## src/rtl/key_schedule_ctrl.sv

```systemverilog
// key_schedule_ctrl
//   Sequencer and round-key store placed in front of an AES-128 key expansion
//   stage. A start request loads the cipher key into the stage through its
//   bypass path. The controller then steps the stage through rounds 1..10,
//   feeding each registered stage output back in as the next input. Every
//   round key is captured into an 11 x 128 store. The store can afterwards be
//   read by round index in any order, for example in reverse for decryption.
//
// Ports
//   clk         in   1    clock, rising edge
//   rst         in   1    synchronous reset, active-high
//   start       in   1    begin a schedule for cipher_key (only honoured in IDLE/DONE)
//   cipher_key  in   128  initial key, byte K0 = [127:120] ... K15 = [7:0]
//   ke_key_out  in   128  registered output of the expansion stage
//   ke_key_in   out  128  input to the expansion stage (combinational mux)
//   ke_round    out  4    round number to the expansion stage
//   ke_bypass   out  1    bypass control to the expansion stage
//   ke_enable   out  1    expansion enable to the expansion stage
//   busy        out  1    schedule generation in progress
//   keys_ready  out  1    all round keys are valid in the store
//   rd_en       in   1    read request
//   rd_round    in   4    round index to read, 0..10
//   rd_valid    out  1    rd_key valid, one-cycle pulse
//   rd_key      out  128  round key read from the store
//   rd_err      out  1    one-cycle pulse for an out-of-range or not-ready read

module key_schedule_ctrl #(
  parameter int NUM_ROUNDS = 10
) (
  input  logic         clk,
  input  logic         rst,
  input  logic         start,
  input  logic [127:0] cipher_key,
  input  logic [127:0] ke_key_out,
  output logic [127:0] ke_key_in,
  output logic [3:0]   ke_round,
  output logic         ke_bypass,
  output logic         ke_enable,
  output logic         busy,
  output logic         keys_ready,
  input  logic         rd_en,
  input  logic [3:0]   rd_round,
  output logic         rd_valid,
  output logic [127:0] rd_key,
  output logic         rd_err
);

  localparam logic [3:0] LastRound = 4'(NUM_ROUNDS);

  typedef enum logic [2:0] {
    IDLE,
    LOAD,
    EXPAND,
    FINAL,
    DONE
  } state_e;

  state_e       state_q, state_d;
  logic [3:0]   round_q, round_d;
  logic [127:0] store_q [0:NUM_ROUNDS];
  logic         rd_valid_q, rd_err_q;
  logic [127:0] rd_key_q;

  // State register and round step counter.
  always_ff @(posedge clk) begin
    if (rst) begin
      state_q <= IDLE;
      round_q <= 4'd0;
    end else begin
      state_q <= state_d;
      round_q <= round_d;
    end
  end

  // Next-state logic. The round counter only advances while expanding.
  always_comb begin
    state_d = state_q;
    round_d = round_q;
    unique case (state_q)
      IDLE: begin
        if (start) state_d = LOAD;
      end
      LOAD: begin
        state_d = EXPAND;
        round_d = 4'd1;
      end
      EXPAND: begin
        if (round_q == LastRound) begin
          state_d = FINAL;
          round_d = 4'd0;
        end else begin
          round_d = round_q + 4'd1;
        end
      end
      FINAL: begin
        state_d = DONE;
      end
      DONE: begin
        if (start) state_d = LOAD;
      end
      default: begin
        state_d = IDLE;
        round_d = 4'd0;
      end
    endcase
  end

  // Output decode. Outside LOAD/EXPAND the stage sees its own output with
  // enable and bypass low, so it simply holds its value.
  always_comb begin
    ke_key_in  = ke_key_out;
    ke_round   = 4'd0;
    ke_bypass  = 1'b0;
    ke_enable  = 1'b0;
    busy       = 1'b0;
    keys_ready = 1'b0;
    unique case (state_q)
      LOAD: begin
        ke_key_in = cipher_key;
        ke_bypass = 1'b1;
        busy      = 1'b1;
      end
      EXPAND: begin
        ke_enable = 1'b1;
        ke_round  = round_q;
        busy      = 1'b1;
      end
      FINAL: begin
        busy = 1'b1;
      end
      DONE: begin
        keys_ready = 1'b1;
      end
      default: begin
      end
    endcase
  end

  // Key capture. The stage output lags the round number by one edge, so in
  // EXPAND round r it still shows key r-1, and in FINAL it shows the last key.
  // The store has no reset; keys_ready gates every read of it.
  always_ff @(posedge clk) begin
    if (!rst) begin
      if (state_q == EXPAND) begin
        store_q[round_q - 4'd1] <= ke_key_out;
      end else if (state_q == FINAL) begin
        store_q[LastRound] <= ke_key_out;
      end
    end
  end

  // Registered read port. A read that coincides with a restart still sees
  // keys_ready high and therefore returns the previous key set.
  always_ff @(posedge clk) begin
    if (rst) begin
      rd_valid_q <= 1'b0;
      rd_err_q   <= 1'b0;
      rd_key_q   <= '0;
    end else if (rd_en) begin
      if (keys_ready && (rd_round <= LastRound)) begin
        rd_valid_q <= 1'b1;
        rd_err_q   <= 1'b0;
        rd_key_q   <= store_q[rd_round];
      end else begin
        rd_valid_q <= 1'b0;
        rd_err_q   <= 1'b1;
        rd_key_q   <= '0;
      end
    end else begin
      rd_valid_q <= 1'b0;
      rd_err_q   <= 1'b0;
    end
  end

  assign rd_valid = rd_valid_q;
  assign rd_err   = rd_err_q;
  assign rd_key   = rd_key_q;

endmodule

```

## config.mk

```make
export PLATFORM = sky130hd
export DESIGN_NAME = key_schedule_ctrl
export DESIGN_NICKNAME = d
export VERILOG_FILES = /design/src/rtl/key_schedule_ctrl.sv
export SDC_FILE = /design/constraint.sdc
export NUM_CORES = 1
export LEC_CHECK = 0
export ABC_AREA = 1
export CORE_MARGIN = 5
export CORE_UTILIZATION = 40
export CTS_CLUSTER_DIAMETER = 30
export DETAILED_ROUTE_END_ITERATION = 8
export GPL_TIMING_DRIVEN = 0
export PLACE_DENSITY = 0.64
export SLEW_MARGIN = 5
export SYNTH_ARGS = -nofsm -noshare
export SYNTH_HDL_FRONTEND = slang
export SYNTH_SLANG_ARGS = --single-unit
```

## constraint.sdc

```tcl
create_clock -name clk -period 14.05 [get_ports clk]
set_clock_uncertainty 0.15 [all_clocks]
set_input_delay 2.81 -clock clk [delete_from_list [all_inputs] [get_ports clk]]
set_output_delay 2.81 -clock clk [all_outputs]
set_load 0.02 [all_outputs]
```

# Word level (Yosys, flattened, before mapping)

Memories as Yosys holds them, arrays and structs flattened.
Cells that the tools add are included.

Register bits after elaboration: 137
Memory bits (writable): 1,408
Bits of input ports: 264
Memories: 1

Memory list:

| memory  | words | width | rd ports | clocked after Yosys merged registers in | wr ports | RTL line | RTL |
|---|---|---|---|---|---|---|---|
| store_q | 11    | 128   | 1        | 0                                       | 1        | 60       | `logic [127:0] store_q [0:NUM_ROUNDS];` |

Add/subtract/negate cells: 2
Order comparisons: 1
Equality and inequality tests: 7
Mux-type cells: 23
Bitwise logic cells: 1
Reductions and logical operators: 8

Operator list:

| kind                  | count |
|---|---|
| $mux W128             | 3 |
| $reduce_or A128 Y1    | 1 |
| $mux W1               | 13 |
| $mux W4               | 3 |
| $pmux W3 S4           | 1 |
| $pmux W4 S3           | 1 |
| $eq A3 B2 Y1 const B  | 2 |
| $mux W3               | 2 |
| $reduce_or A3 Y1      | 2 |
| $add A4 B1 Y4 const B | 1 |
| $eq A4 B4 Y1 const B  | 1 |
| $le A4 B4 Y1 const B  | 1 |
| $reduce_or A2 Y1      | 2 |
| $sub A4 B1 Y4 const B | 1 |
| $eq A3 B1 Y1 const B  | 1 |
| $eq A3 B3 Y1 const B  | 1 |
| $logic_not A3 Y1      | 1 |
| $ne A2 B1 Y1 const B  | 1 |
| $ne A2 B2 Y1 const B  | 1 |
| $reduce_and A2 Y1     | 1 |
| $logic_and A1 B1 Y1   | 1 |
| $not A1 Y1            | 1 |

# Logic depth before layout (Yosys ltp)

Depth in word-level cells: 7
Gate-level depth with buffers: 10
Mapped depth without buffers: 7

# Worst setup path before layout

No wires, ideal clock.

Path type: input port to flip-flop
From: input rst
To: memory store_q[8][0] (enable)
Arrival: 12,236 ps
Required time: 13,128 ps
Slack: 892 ps
Stages on the path: 4
Path buffers: 1
Cells stage by stage: clkbuf_1 -> nor3_1 -> nand3_1 -> nor3_1

Word-level cells in the longest chain between the ends: 4
Elaborated cells between the ends (all ways): 7

Ends and longest elaborated chain:

| element                                             | RTL line | RTL |
|---|---|---|
| start: declaration                                  | 31       | `input logic rst,` |
| $mux W1                                             | 143      | `if (!rst) begin` |
| $mux W1 (implied by the code)                       | 147      | `store_q[LastRound] <= ke_key_out;` |
| $reduce_or A128 Y1 (no line)                        | --       |  |
| $mux W4 (no line) / $mux W1 (equally long branches) | --       |  |
| end: declaration                                    | 60       |  |

Parallel ways exist; a longest one is shown, timed or not.

# Worst setup path after layout

From: input ke_key_out[127]
To: output ke_key_in[127]

Word-level cells in the longest chain between the ends: 1

Ends and longest elaborated chain:

| element            | RTL line | RTL |
|---|---|---|
| start: declaration | 34       | `input logic [127:0] ke_key_out,` |
| $mux W128          | 117      | `unique case (state_q)` |
| end: declaration   | 35       | `output logic [127:0] ke_key_in,` |

Every way passes these cells.

==> reports/qor.txt <==
Mapped Cells - 5315
Commonest cells post-synth - nand2_1, edfxtp_1, nand3_1
Worst Hold Path Cells - 2
Peak supply drop - 0.123 mV
DP Wirelength - 129000 um
Gr ovfl total - 0
Min Tclk post-route - 7.64 ns
Area delta synth->final - 32.2%
Ratio of total power to cell area - 169 mW/mm^2
Synthesized area - 0.0618 mm^2
Outcome - completed
Syn Area/Cell - 11.6 um^2
Initial core utilization - 0.401
Yosys top cell area share - 0.685
Final Hold Viols - 0
Clock Latency Late Sink - 0.90 ns
Vias in the first global route - 45300
# hold bufs at CTS - 0
Port bufs - 527
Die ar. - 0.162 mm^2
Post-synth EDFFs - 1408
Cell taking the most area after synthesis - edfxtp_1
Root buf cell - clkbuf_16
Asr flop ratio synth - 0
Count leader, synth - nand2_1
Worst-Margin Slew - 1.25 ns
CP Class - input port to output pin
# Max-Cap Violations - 0
Maximum clock path buffer count - 4
Boundary Pins - 530
RSZ-0062 raised after global routing - false
Placer congestion estimate - 0.794
Worst slew margin - 0.164
CTS Sinks - 1545
R2r worst-path depth - 10
Worst path arrival time - 4.68 ns
Placed cell area - 0.0711 mm^2
Total power - 0.0138 W
Drt via density - 5.28
Worst Setup End Kind - output pin
Final worst slack - 6.41 ns
Worst-path clk slew - 0.05 ns
CP Launch Point - ke_key_out[127]
Area contributors post-synth - edfxtp_1, nand2_1, nand3_1, dfxtp_1, a21oi_1
Setup TNS - 0 ns
Int Power - 0.0105 W
Post-synthesis sequential area ratio - 0.729
Die width - 403 um
Fin area - 0.0816 mm^2
Post-CTS sizing - 0
TritonCTS clock tree - built
Worst setup SP type - input port
# nets final - 6500
DRT iter0 DRCs - 4121
Gr usage total - 0.232
Syn_nets - 5583
Cell row count - 144
Ys Warns - 0
Hold Startpoint - rd_key[112]$_SDFFE_PP0P_
Min-delay worst type - register to register
Initial antenna violation count - 15
Core ar. - 0.154 mm^2
Remaining DRCs - 0
Net Sw Frac - 0.238
First-pass GRT wire length - 283000 um
Setup slack after placement - 6.39 ns
Final slew viol count - 0
Hold Crit Endpoint - rd_key[112]$_SDFFE_PP0P_
H-tree depth - 5
Main synth FF type - edfxtp_1
Drt wl/cell - 22.8 um
Share of layout cells above drive strength 1 - 0.112
Setup Buffers After CTS - 0
Comb pwr share - 0.100
R2r setup slk - 10.35 ns
Synth unique cells - 29
Worst reg2reg startpoint - round_q[0]$_SDFFE_PP0N_
Static Leak - 29.0 nW
Critical path required time - 11.09 ns
Via Count - 45000
Reg2reg end - store_q[8][49]$_DFFE_PP_
Achievable frequency - 131 MHz
Clk pwr share - 0.530
Die Y - 403 um
WHS - 0.313 ns
# setup viols final - 0
Sequential Power Share - 0.370
Switching power - 0.00329 W
Final period utilization - 0.544
DR pass1 iterations - 8
Final WL - 194000 um
Yosys reg bits - 1545
Total CTS buffers - 313
Final ANT Viol Nets - 0
CP Max Fanout - 12
Largest net degree at the start of global routing - 28
cell families after synthesis:
logic type,after synthesis,synth area share
AND/OR/NAND/NOR,2869,0.193
XOR/XNOR,2,0.000284
adder cells (fa/ha/maj),4,0.000810
AO/OA/AOI/OAI,522,0.0461
buffers and inverters,373,0.0308
flip-flops,1545,0.729
metrics by stage:
step | util | instances
4_1_cts | 0.531 | 8513
3_3_place_gp | 0.452 | 7886
5_1_grt | 0.531 | 8514
3_5_place_dp | 0.462 | 7961
6_report | 0.531 | 8520
2_1_floorplan | - | 5315
per-layer routing:
metal / part of all wire / GRT usage
met1: 0.40 / 0.299
met2: 0.47 / 0.379
met3: 0.091 / 0.0551
met4: 0.036 / 0.0971
met5: 0.00024 / 0
critical path, stage by stage:
cell             delay, ns
clkdlybuf4s50_1       1.02
nand2_1               0.13
nand2_1               0.10
clkdlybuf4s50_1       0.60
cells in the final DEF, fill, tap and decap left out, drive strengths merged, types with 2 or more instances in the layout:
cell type and n:
nand2 1677, edfxtp 1408, nand3 905, clkbuf 551, clkdlybuf4s50 527, a21oi 298
nor2 277, buf 241, dfxtp 137, o21ai 130, o21a 91, clkinv 85
inv 45, bufinv 40, clkinvlp 38, diode 7, nor3 6, ha 4
xor2 2, nor3b 2
layout make-up:
cell class                 count  area [um^2]
tap                         2044         2560
multi-input combinational   3397        14900
timing repair buffer         602         6720
antenna                        7         17.5
clock buffer                 364         8300
sequential                  1545        45000
buffer                       353         1830
clock inverter               188         2200
fill                       12800        72200
inverter                      20         75.1
power groups by stage:
stage / logic, W / registers (W) / clock network (W)
after global routing: 0.00149 / 0.00512 / 0.00764
final: 0.00138 / 0.00512 / 0.00733
after detailed placement: 0.00139 / 0.00520 / 0
after floorplan: 0.000661 / 0.00521 / 0
after CTS: 0.00140 / 0.00512 / 0.00740
after global placement: 0.00132 / 0.00523 / 0
worst max path at each step:
stage,cells past startpoint,slack (ns),to
finish,4,6.41,ke_key_in[127]
global route,4,6.31,ke_key_in[127]
CTS,4,6.39,ke_key_in[127]
detailed placement,4,6.39,ke_key_in[127]
global placement,3,-7.61,store_q[8][49]$_DFFE_PP_
floorplan,4,0.89,store_q[8][0]$_DFFE_PP_
state kept, by name, summed over array words and instances, names as in the netlist:
name	count
state_q	3
rd_valid	1
rd_key	128
round_q	4
store_q	1408
rd_err	1
(Power assumes the default switching activity.)
